<file path="src/rtl/deser400_pkg.sv">
// Shared deser400 definitions: phase geometry and mod-4 phase arithmetic.
package deser400_pkg;

  localparam int unsigned NUM_PHASES = 4;
  localparam int unsigned PHASE_W    = 2;

  typedef logic [PHASE_W-1:0] phase_t;

  // Forward distance from cur to target, modulo NUM_PHASES.
  function automatic phase_t phase_dist(input phase_t cur, input phase_t target);
    return phase_t'(target - cur);
  endfunction

  // One step toward target; a half-turn away always steps forward.
  function automatic phase_t phase_step(input phase_t cur, input phase_t target);
    phase_t d;
    d = phase_dist(cur, target);
    if (d == 2'd0) begin
      return cur;
    end else if (d == 2'd3) begin
      return phase_t'(cur - 2'd1);
    end else begin
      return phase_t'(cur + 2'd1);
    end
  endfunction

endpackage

</file>
<file path="src/rtl/edge_histogram.sv">
// Per-window edge histogram over the four oversampled phases of each bit period.
module edge_histogram import deser400_pkg::*; #(
  parameter int unsigned WINDOW_LOG2 = 6
) (
  input  logic                                    clk400,
  input  logic                                    reset,
  input  logic                                    enable,
  input  logic [NUM_PHASES-1:0]                   din,
  output logic [NUM_PHASES-1:0]                   din_d,
  output logic [NUM_PHASES-1:0][WINDOW_LOG2:0]    counts,
  output logic                                    window_done
);

  logic [NUM_PHASES-1:0]                din_d_q;
  logic [NUM_PHASES-1:0]                edges;
  logic [NUM_PHASES-1:0][WINDOW_LOG2:0] cnt_q;
  logic [WINDOW_LOG2-1:0]               timer_q;

  always_comb begin
    edges[0] = din[0] ^ din_d_q[NUM_PHASES-1];
    for (int k = 1; k < NUM_PHASES; k++) begin
      edges[k] = din[k] ^ din[k-1];
    end
  end

  // Counts include this cycle's edges so the closing cycle is part of the evaluation.
  always_comb begin
    for (int k = 0; k < NUM_PHASES; k++) begin
      counts[k] = cnt_q[k] + (WINDOW_LOG2+1)'(edges[k]);
    end
  end

  assign window_done = enable & (&timer_q);
  assign din_d       = din_d_q;

  always_ff @(posedge clk400 or posedge reset) begin
    if (reset) begin
      din_d_q <= '0;
      cnt_q   <= '0;
      timer_q <= '0;
    end else begin
      din_d_q <= din;
      if (!enable) begin
        cnt_q   <= '0;
        timer_q <= '0;
      end else begin
        timer_q <= timer_q + WINDOW_LOG2'(1);
        cnt_q   <= window_done ? '0 : counts;
      end
    end
  end

endmodule

</file>
<file path="src/rtl/phase_selector.sv">
// Sampling-phase selection with hysteresis for the deser400 clock/data recovery stage.
module phase_selector import deser400_pkg::*; #(
  parameter int unsigned WINDOW_LOG2 = 6,
  parameter int unsigned LOCK_COUNT  = 4,
  parameter int unsigned EDGE_MIN    = 4
) (
  input  logic                  clk400,
  input  logic                  reset,
  input  logic                  enable,
  input  logic [NUM_PHASES-1:0] din,
  output logic                  sdata,
  output logic [PHASE_W-1:0]    phase,
  output logic                  locked,
  output logic                  phase_upd,
  output logic                  slip
);

  localparam int unsigned SumW  = WINDOW_LOG2 + 3;
  localparam int unsigned LockW = $clog2(LOCK_COUNT + 1);

  logic [NUM_PHASES-1:0]                din_d;
  logic [NUM_PHASES-1:0][WINDOW_LOG2:0] counts;
  logic                                 window_done;

  edge_histogram #(
    .WINDOW_LOG2(WINDOW_LOG2)
  ) u_hist (
    .clk400      (clk400),
    .reset       (reset),
    .enable      (enable),
    .din         (din),
    .din_d       (din_d),
    .counts      (counts),
    .window_done (window_done)
  );

  phase_t           dom, cand;
  logic [WINDOW_LOG2:0] best;
  logic [SumW-1:0]  total;

  always_comb begin
    dom   = '0;
    best  = counts[0];
    total = '0;
    // Strict compare keeps the lowest index on ties.
    for (int k = 1; k < NUM_PHASES; k++) begin
      if (counts[k] > best) begin
        best = counts[k];
        dom  = phase_t'(k);
      end
    end
    for (int k = 0; k < NUM_PHASES; k++) begin
      total = total + SumW'(counts[k]);
    end
    cand = phase_t'(dom + 2'd2);
  end

  logic [LockW-1:0] lock_cnt_q, lock_cnt_d, lock_next;
  phase_t           prev_q, prev_d, phase_q, phase_d;
  logic             prev_valid_q, prev_valid_d;
  logic             locked_q, locked_d, upd_q, upd_d, slip_q, slip_d, sdata_q, sdata_d;

  always_comb begin
    lock_cnt_d   = lock_cnt_q;
    lock_next    = lock_cnt_q;
    prev_d       = prev_q;
    prev_valid_d = prev_valid_q;
    phase_d      = phase_q;
    locked_d     = locked_q;
    upd_d        = 1'b0;
    slip_d       = 1'b0;
    sdata_d      = din_d[phase_q];
    if (!enable) begin
      lock_cnt_d   = '0;
      prev_valid_d = 1'b0;
      locked_d     = 1'b0;
      sdata_d      = 1'b0;
    end else if (window_done) begin
      if (total < SumW'(EDGE_MIN)) begin
        lock_cnt_d   = '0;
        locked_d     = 1'b0;
        prev_valid_d = 1'b0;
      end else begin
        if (!prev_valid_q || cand != prev_q) begin
          lock_next = LockW'(1);
        end else if (lock_cnt_q < LockW'(LOCK_COUNT)) begin
          lock_next = lock_cnt_q + LockW'(1);
        end
        prev_d       = cand;
        prev_valid_d = 1'b1;
        lock_cnt_d   = lock_next;
        locked_d     = 1'b0;
        if (lock_next == LockW'(LOCK_COUNT)) begin
          if (cand == phase_q) begin
            locked_d = 1'b1;
          end else begin
            phase_d    = phase_step(phase_q, cand);
            upd_d      = 1'b1;
            lock_cnt_d = '0;
            slip_d     = (phase_q == 2'd3 && phase_d == 2'd0) ||
                         (phase_q == 2'd0 && phase_d == 2'd3);
          end
        end
      end
    end
  end

  always_ff @(posedge clk400 or posedge reset) begin
    if (reset) begin
      lock_cnt_q   <= '0;
      prev_q       <= '0;
      prev_valid_q <= 1'b0;
      phase_q      <= '0;
      locked_q     <= 1'b0;
      upd_q        <= 1'b0;
      slip_q       <= 1'b0;
      sdata_q      <= 1'b0;
    end else begin
      lock_cnt_q   <= lock_cnt_d;
      prev_q       <= prev_d;
      prev_valid_q <= prev_valid_d;
      phase_q      <= phase_d;
      locked_q     <= locked_d;
      upd_q        <= upd_d;
      slip_q       <= slip_d;
      sdata_q      <= sdata_d;
    end
  end

  assign sdata     = sdata_q;
  assign phase     = phase_q;
  assign locked    = locked_q;
  assign phase_upd = upd_q;
  assign slip      = slip_q;

endmodule

</file>
<file path="config.mk">
export PLATFORM = sky130hd
export DESIGN_NAME = phase_selector
export DESIGN_NICKNAME = d
export VERILOG_FILES = /design/src/rtl/deser400_pkg.sv /design/src/rtl/edge_histogram.sv /design/src/rtl/phase_selector.sv
export SDC_FILE = /design/constraint.sdc
export NUM_CORES = 1
export LEC_CHECK = 0
export CAP_MARGIN = 20
export CORE_MARGIN = 8
export CORE_UTILIZATION = 50
export CTS_BUF_LIST = sky130_fd_sc_hd__clkbuf_8
export DETAILED_ROUTE_END_ITERATION = 6
export GPL_TIMING_DRIVEN = 0
export MAX_ROUTING_LAYER = met4
export PLACE_DENSITY = 0.67
export REMOVE_ABC_BUFFERS = 1
export SETUP_SLACK_MARGIN = 0.3
export SLEW_MARGIN = 10
export SYNTH_ARGS = -nofsm -noshare
export SYNTH_HDL_FRONTEND = slang
export SYNTH_SLANG_ARGS = --single-unit
</file>
<file path="constraint.sdc">
create_clock -name clk400 -period 21.1 [get_ports clk400]
set_input_delay 3.165 -clock clk400 [delete_from_list [all_inputs] [get_ports clk400]]
set_output_delay 3.165 -clock clk400 [all_outputs]
set_load 0.01 [all_outputs]
</file>
-- Word level (Yosys, flattened, before mapping)
Cells that the tools add are included.
- add/sub/neg operators: 13
- multiply operators: 0
- div/mod/pow operators: 0
- magnitude comparators: 6
- eq/ne operators: 7
- shifts and indexed selects: 0
- muxes and demuxes: 46
- bitwise logic cells: 7
- reductions and logical operators: 11
- operators with widths (kind ; number):
    2-to-1 mux 28 bit ; 2
    2-to-1 mux 3 bit ; 10
    adder 7 x 1 -> 7 bit ; 4
    > comparator 7 bit ; 3
    2-to-1 mux 1 bit ; 21
    2-to-1 mux 2 bit ; 9
    2-to-1 mux 7 bit ; 2
    adder 8 x 7 -> 9 bit ; 1
    adder 9 x 7 -> 9 bit ; 1
    less-than comparator 9 x 3 -> 1 bit (second input constant) ; 1
    adder 7 x 7 -> 8 bit ; 1
    adder 6 x 1 -> 6 bit (second input constant) ; 1
    == test 2 bit (second input constant) ; 3
    logical NOT 2 bit ; 3
    2-to-1 mux 6 bit ; 1
    AND reduction 6 bit ; 1
    AND reduction 5 bit ; 1
    XOR 1 bit ; 4
    adder 3 x 1 -> 3 bit (second input constant) ; 1
    == test 3 bit (second input constant) ; 1
    less-than comparator 2 x 3 -> 1 bit (second input constant) ; 1
    less-than comparator 3 bit (second input constant) ; 1
    AND reduction 3 bit ; 1
    adder 2 x 1 -> 2 bit (second input constant) ; 1
    12 further kinds ; 15
- register bits: 50
- latch bits: 0
- RAM bits: 0
- bits in read-only memories: 0
- input bits: 7
- output and inout bits: 6
- logic and storage cells: 104
- memories: 0

-- Depth between registers and ports, before layout
- word-level depth: 28
- gate-level depth with buffers: 33

-- Modules after synthesis
From an unflattened synthesis, not the netlist that was laid out.
- cells, all modules: 369
- area total of the unflattened synthesis: 3613.5 sq um
- by module, submodules not included (module ; instances ; cells an instance ; area an instance (sq um)):
    phase_selector ; 1 ; 211 ; 1913.1
    edge_histogram ; 1 ; 158 ; 1700.4

-- Worst setup path before layout
Ideal clock, no wire load.
- kind: in2reg
- start: in din[0]
- end: reg phase_q[0], in the netlist phase[0]
- library setup time: 143 ps
- data arrival time: 9254 ps
- required time: 20957 ps
- path slack: 11703 ps
- stages on the path: 32
- path buffers: 5
- cell sequence: xor2_1 ha_1 ha_1 nand3_1 xor2_1 inv_1 ha_1 nand2b_1 a221oi_1 o31ai_4 clkbuf_1 nand2_1 o21ai_0 ha_1 nand4_1 or2_2 o21ai_0 buf_2 clkbuf_1 mux2_2 ha_1 nand3b_1 a21oi_1 o22ai_1 buf_2 a21boi_0 ha_1 clkbuf_1 nand4_1 o211ai_1 a2111oi_0 o22ai_1
- longest elaborated chain between the ends: 18
- elaborated cells between the ends (all ways): 38
- those cells by class: add/sub (7); order compare (4); eq/ne (4); mux (16); bitwise (4); reduce/logical (3)
- RTL lines (what ; line ; source):
    from (decl) ; phase_selector.sv:10 ; input logic [NUM_PHASES-1:0] din,
    XOR 1 bit (on tied branches) ; edge_histogram.sv:22, edge_histogram.sv:20 ;
    adder 7 x 1 -> 7 bit ; edge_histogram.sv:29 ; counts[k] = cnt_q[k] + (WINDOW_LOG2+1)'(edges[k]);
    > comparator 7 bit ; phase_selector.sv:47 ; if (counts[k] > best) begin
    2-to-1 mux 7 bit ; phase_selector.sv:47 ;
    > comparator 7 bit ; phase_selector.sv:47 ;
    2-to-1 mux 7 bit ; phase_selector.sv:47 ;
    > comparator 7 bit ; phase_selector.sv:47 ;
    2-to-1 mux 2 bit ; phase_selector.sv:47 ;
    [2 not listed] ; n/a ;
    == test 2 bit ; deser400_pkg.sv:20 ; end else if (d == 2'd3) begin
    2-to-1 mux 2 bit ; deser400_pkg.sv:20 ;
    2-to-1 mux 2 bit ; deser400_pkg.sv:18 ; if (d == 2'd0) begin
    2-to-1 mux 2 bit ; phase_selector.sv:94 ; if (cand == phase_q) begin
    2-to-1 mux 2 bit ; phase_selector.sv:93 ; if (lock_next == LockW'(LOCK_COUNT)) begin
    2-to-1 mux 2 bit ; phase_selector.sv:79 ; if (total < SumW'(EDGE_MIN)) begin
    2-to-1 mux 2 bit ; phase_selector.sv:78 ; end else if (window_done) begin
    2-to-1 mux 2 bit ; phase_selector.sv:73 ; if (!enable) begin
    to (signal assigned) ; phase_selector.sv:122 ; phase_q <= phase_d;
    to (decl) ; phase_selector.sv:59 ; phase_t prev_q, prev_d, phase_q, phase_d;
Parallel ways exist; a longest one is shown, timed or not. The select of a mux whose other input is x is not followed.
A chain may end at the register's enable or synchronous reset.

-- Worst setup path in the final report
Same ends and word-level chain as after synthesis.

==> key figures <==
Synthesis
  – Ranking of synthesized cells by area: dfrtp_1 34%, ha_1 16%, fa_1 6.5%
  – Top FF cell, synth: dfrtp_1
  – Mapped Cells: ~380
  – Post-synth EDFFs: 0
  – Synth warnings: 0
  – Area leader, netlist: dfrtp_1
  – Synthesis-stage register bit count: 50
  – Mapped Avg Cell Area: approximately 9.6 um^2
  – Share of the synthesized area in the top cell type: 34.1%
  – Seq/Total Area, Yosys: about a third
  – Post-synth cell types: 44
  – Asr flop ratio synth: 100%
  – Synth Cell Area: roughly 3700 um^2

Power and ir drop
  – Leakage Power: around 2.1 nW
  – Int Pwr: 0.222 mW
  – PwrDens: 99.4 nW/um^2
  – Seq pwr share: about a quarter
  – Sw Ratio: between 40 and 50%
  – Clock network fraction of total power: 15.4%
  – Comb pwr share: 59.2%
  – Worst vdd ir: 0.0837 mV
  – Switch Pwr: between 0.15 and 0.2 mW

Worst setup path
  – R2R Setup Slk: 13.28 ns
  – CP Data Arrival Time: 10.96 ns
  – R2R Path End: phase[0]$_DFFE_PP0P_
  – CP Class: in2reg
  – Crit-path max FO: 21
  – WP data required: 21.28 ns
  – Startpoint Class: input pin
  – RR Startpoint: u_hist.din_d[3]$_DFF_PP0_
  – Worst reg2reg path depth: 25
  – Crit. End Element: flip-flop

STA
  – Hold Vio Cnt, Final: 0
  – Final Skew: approximately 0.0056 ns
  – Fmax: between 90 and 100 MHz
  – Min Tclk post-route: 10.78 ns
  – RSZ-0062 raised after global routing: no
  – Setup TNS: 0 ns
  – Final setup fails: 0
  – Slew Viols, Final: 0
  – Rel. slew slack: 38.6%
  – Worst-Margin Slew: 0.922 ns
  – Final worst path period share: 51.1%

Cells and area
  – Synth-to-Final Area Change: 8.99%
  – Fraction of layout cells with a size suffix above 1: under 10%
  – Final-stage net count: between 400 and 500
  – FILL cells: 658
  – Final std cells w/o fill: ~490
  – Antenna Cells: 0

Hold path
  – Hold path cells: 1
  – Hold_sp: u_hist.timer_q[0]$_DFF_PP0_
  – Min-Delay Path Class: reg2reg
  – Worst Hold Path EP: u_hist.timer_q[0]$_DFF_PP0_

Placed design
  – Port bufs: 12
  – Final HPWL DP: around 5800 um
  – GP Congestion: 0.920
  – Placed insts: between 400 and 500

Routing
  – Initial DRC Count: between 100 and 150
  – DRC: 0
  – Per-cell routed wire length: around 15 um
  – Post-route ant nets: 0
  – Via count: between 2,000 and 3,000
  – Final wirelength: 7420 um
  – Vias per std cell: 5.40
  – First-pass DRT Iterations: 4

Clocking
  – Clock transition at path regs: approximately 0.10 ns
  – CTS tree: done
  – Post_cts resized: 0
  – Setup Fix Bufs, Post-CTS: 0
  – CTS hold repair buffers: 0
  – CTS buffer count: 5
  – H-Tree Depth: 2
  – Root Driver: clkbuf_8
  – Clk Latency, worst-skew pair: roughly 0.31 ns
  – Clock sinks: 50
  – Max Buffers Root-to-Sink: 2

Run
  – Max Cap Viol: 0

GRT
  – Largest net degree at the start of global routing: 37
  – Initial antenna violation count: 0
  – Overall Global Routing Usage: 16.4%
  – Gr ovfl total: 0
  – Vias in the first global route: about 2,800
  – First-pass GRT wire length: 13,000 um

Die
  – Num rows: 31
  – Die Footprint: 10,300 um^2
  – Die W: 102 um
  – Die Y: approximately 100 um
  – Num ports: 13
  – Starting Density: between 50 and 60%
  – Core Region: a little over 7000 um^2

Status
  – Outcome: finished clean
[worst max-delay path by stage]
stage / start / end / slack, ns / depth (start not counted)
floorplan: din[0] / phase[0]$_DFFE_PP0P_ / 11.26 / 26
finish: din[0] / phase[0]$_DFFE_PP0P_ / 10.32 / 26
CTS: din[0] / phase[0]$_DFFE_PP0P_ / 10.36 / 26
detailed placement: din[0] / phase[0]$_DFFE_PP0P_ / 10.08 / 26
global placement: din[0] / phase[0]$_DFFE_PP0P_ / 9.02 / 26
global route: din[0] / phase[0]$_DFFE_PP0P_ / 9.73 / 26
[kinds of logic (layout without fill, tap and decap cells)]
family | Yosys count | count (layout) | share of synthesized area (%)
xor+xnor | 35 | 35 | 8.34
compound gates | 62 | 62 | 11.5
fa+ha+maj | 59 | 59 | 22.5
mux | 3 | 3 | 1.23
buf+inv | 42 | 52 | 4.36
flops | 50 | 50 | 34.1
simple gates | 132 | 132 | 17.9
[stage by stage]
step / hold slack (ns) / area, um^2 / setup slack (ns) / util (%) / total power, mW
2_1_floorplan: 0.431 / 3630 / 11.26 / - / 0.287
3_3_place_gp: 0.447 / 3870 / 9.02 / 53.9 / 0.328
3_5_place_dp: 0.462 / 3910 / 10.08 / 54.4 / 0.335
4_1_cts: 0.477 / 4000 / 10.36 / 55.8 / 0.400
5_1_grt: 0.489 / 4000 / 9.73 / 55.8 / 0.435
6_report: 0.472 / 4000 / 10.32 / 55.8 / 0.398
[cells in the final DEF (no fill, tap or decap), drive strengths merged, types with 6 or more instances in the layout]
cell / count
ha: 47
clkbuf: 6
clkdlybuf4s50: 12
and3: 9
and2: 20
dfrtp: 50
nand2: 33
xor2: 15
nand3: 18
a21oi: 13
fa: 12
o21ai: 23
inv: 31
nor2: 25
xnor2: 20
[state kept, by name, summed over array words and instances (netlist names)]
| register | count |
|---|---|
| lock_cnt_q | 3 |
| u_hist.din_d | 4 |
| u_hist.cnt_q | 28 |
| phase | 2 |
| sdata | 1 |
| prev_valid_q | 1 |
| u_hist.timer_q | 6 |
| locked | 1 |
| prev_q | 2 |
| slip | 1 |
| phase_upd | 1 |
[synth_stat cells, types with 4 or more instances]
master    count
ha_1         47
nand3_1      18
xnor2_1      20
nand2_1      33
and3_1        9
o22ai_1       4
nor3_1        5
xor2_1       15
a21oi_1      13
inv_1        30
nor2b_1       4
dfrtp_1      50
fa_1         12
nand4_1       5
nor2_1       25
and2_1       20
clkbuf_1     10
o21ai_0      23
[power by group through the flow]
stage / Sequential [mW] / Clock [mW] / Combinational, mW
after detailed placement: 0.103 / 0 / 0.232
after CTS: 0.101 / 0.0633 / 0.235
after floorplan: 0.103 / 0 / 0.184
final: 0.101 / 0.0614 / 0.235
after global routing: 0.102 / 0.0661 / 0.268
after global placement: 0.103 / 0 / 0.226
[cell type report]
cell class | count | area [um^2] | share of cell area (%)
timing repair buffer | 14 | 151 | 3.78
inverter | 30 | 113 | 2.81
multi-input combinational | 291 | 2270 | 56.6
clock buffer | 6 | 82.6 | 2.06
clock inverter | 2 | 16.3 | 0.406
tap | 99 | 124 | 3.09
sequential | 50 | 1250 | 31.3
[routing by layer]
| layer | wire (um) | track usage (%) |
|---|---|---|
| met3 | 101 | 2.54 |
| met2 | 3590 | 26.9 |
| met4 | 63 | 3.44 |
| met1 | 3670 | 21.0 |
| met5 | 0 | - |
[critical path: stages]
cell	delay, ns
clkdlybuf4s50_1	0.47
xor2_1	0.20
ha_1	0.25
ha_1	0.24
xnor2_1	0.37
inv_1	0.08
ha_1	0.34
nor3_1	0.07
o31a_1	0.33
o31ai_4	0.63
o21ai_0	0.30
ha_1	0.37
a21oi_1	0.16
a21oi_1	0.11
o21ai_2	0.66
o21ai_0	0.25
ha_1	0.34
a21oi_1	0.14
o21ai_0	0.13
o22ai_1	0.74
a21boi_0	0.35
ha_1	0.38
nand4_1	0.15
o211ai_1	0.13
a2111oi_0	0.45
o22ai_1	0.15
Note: power is estimated with default switching activity, not from simulation.
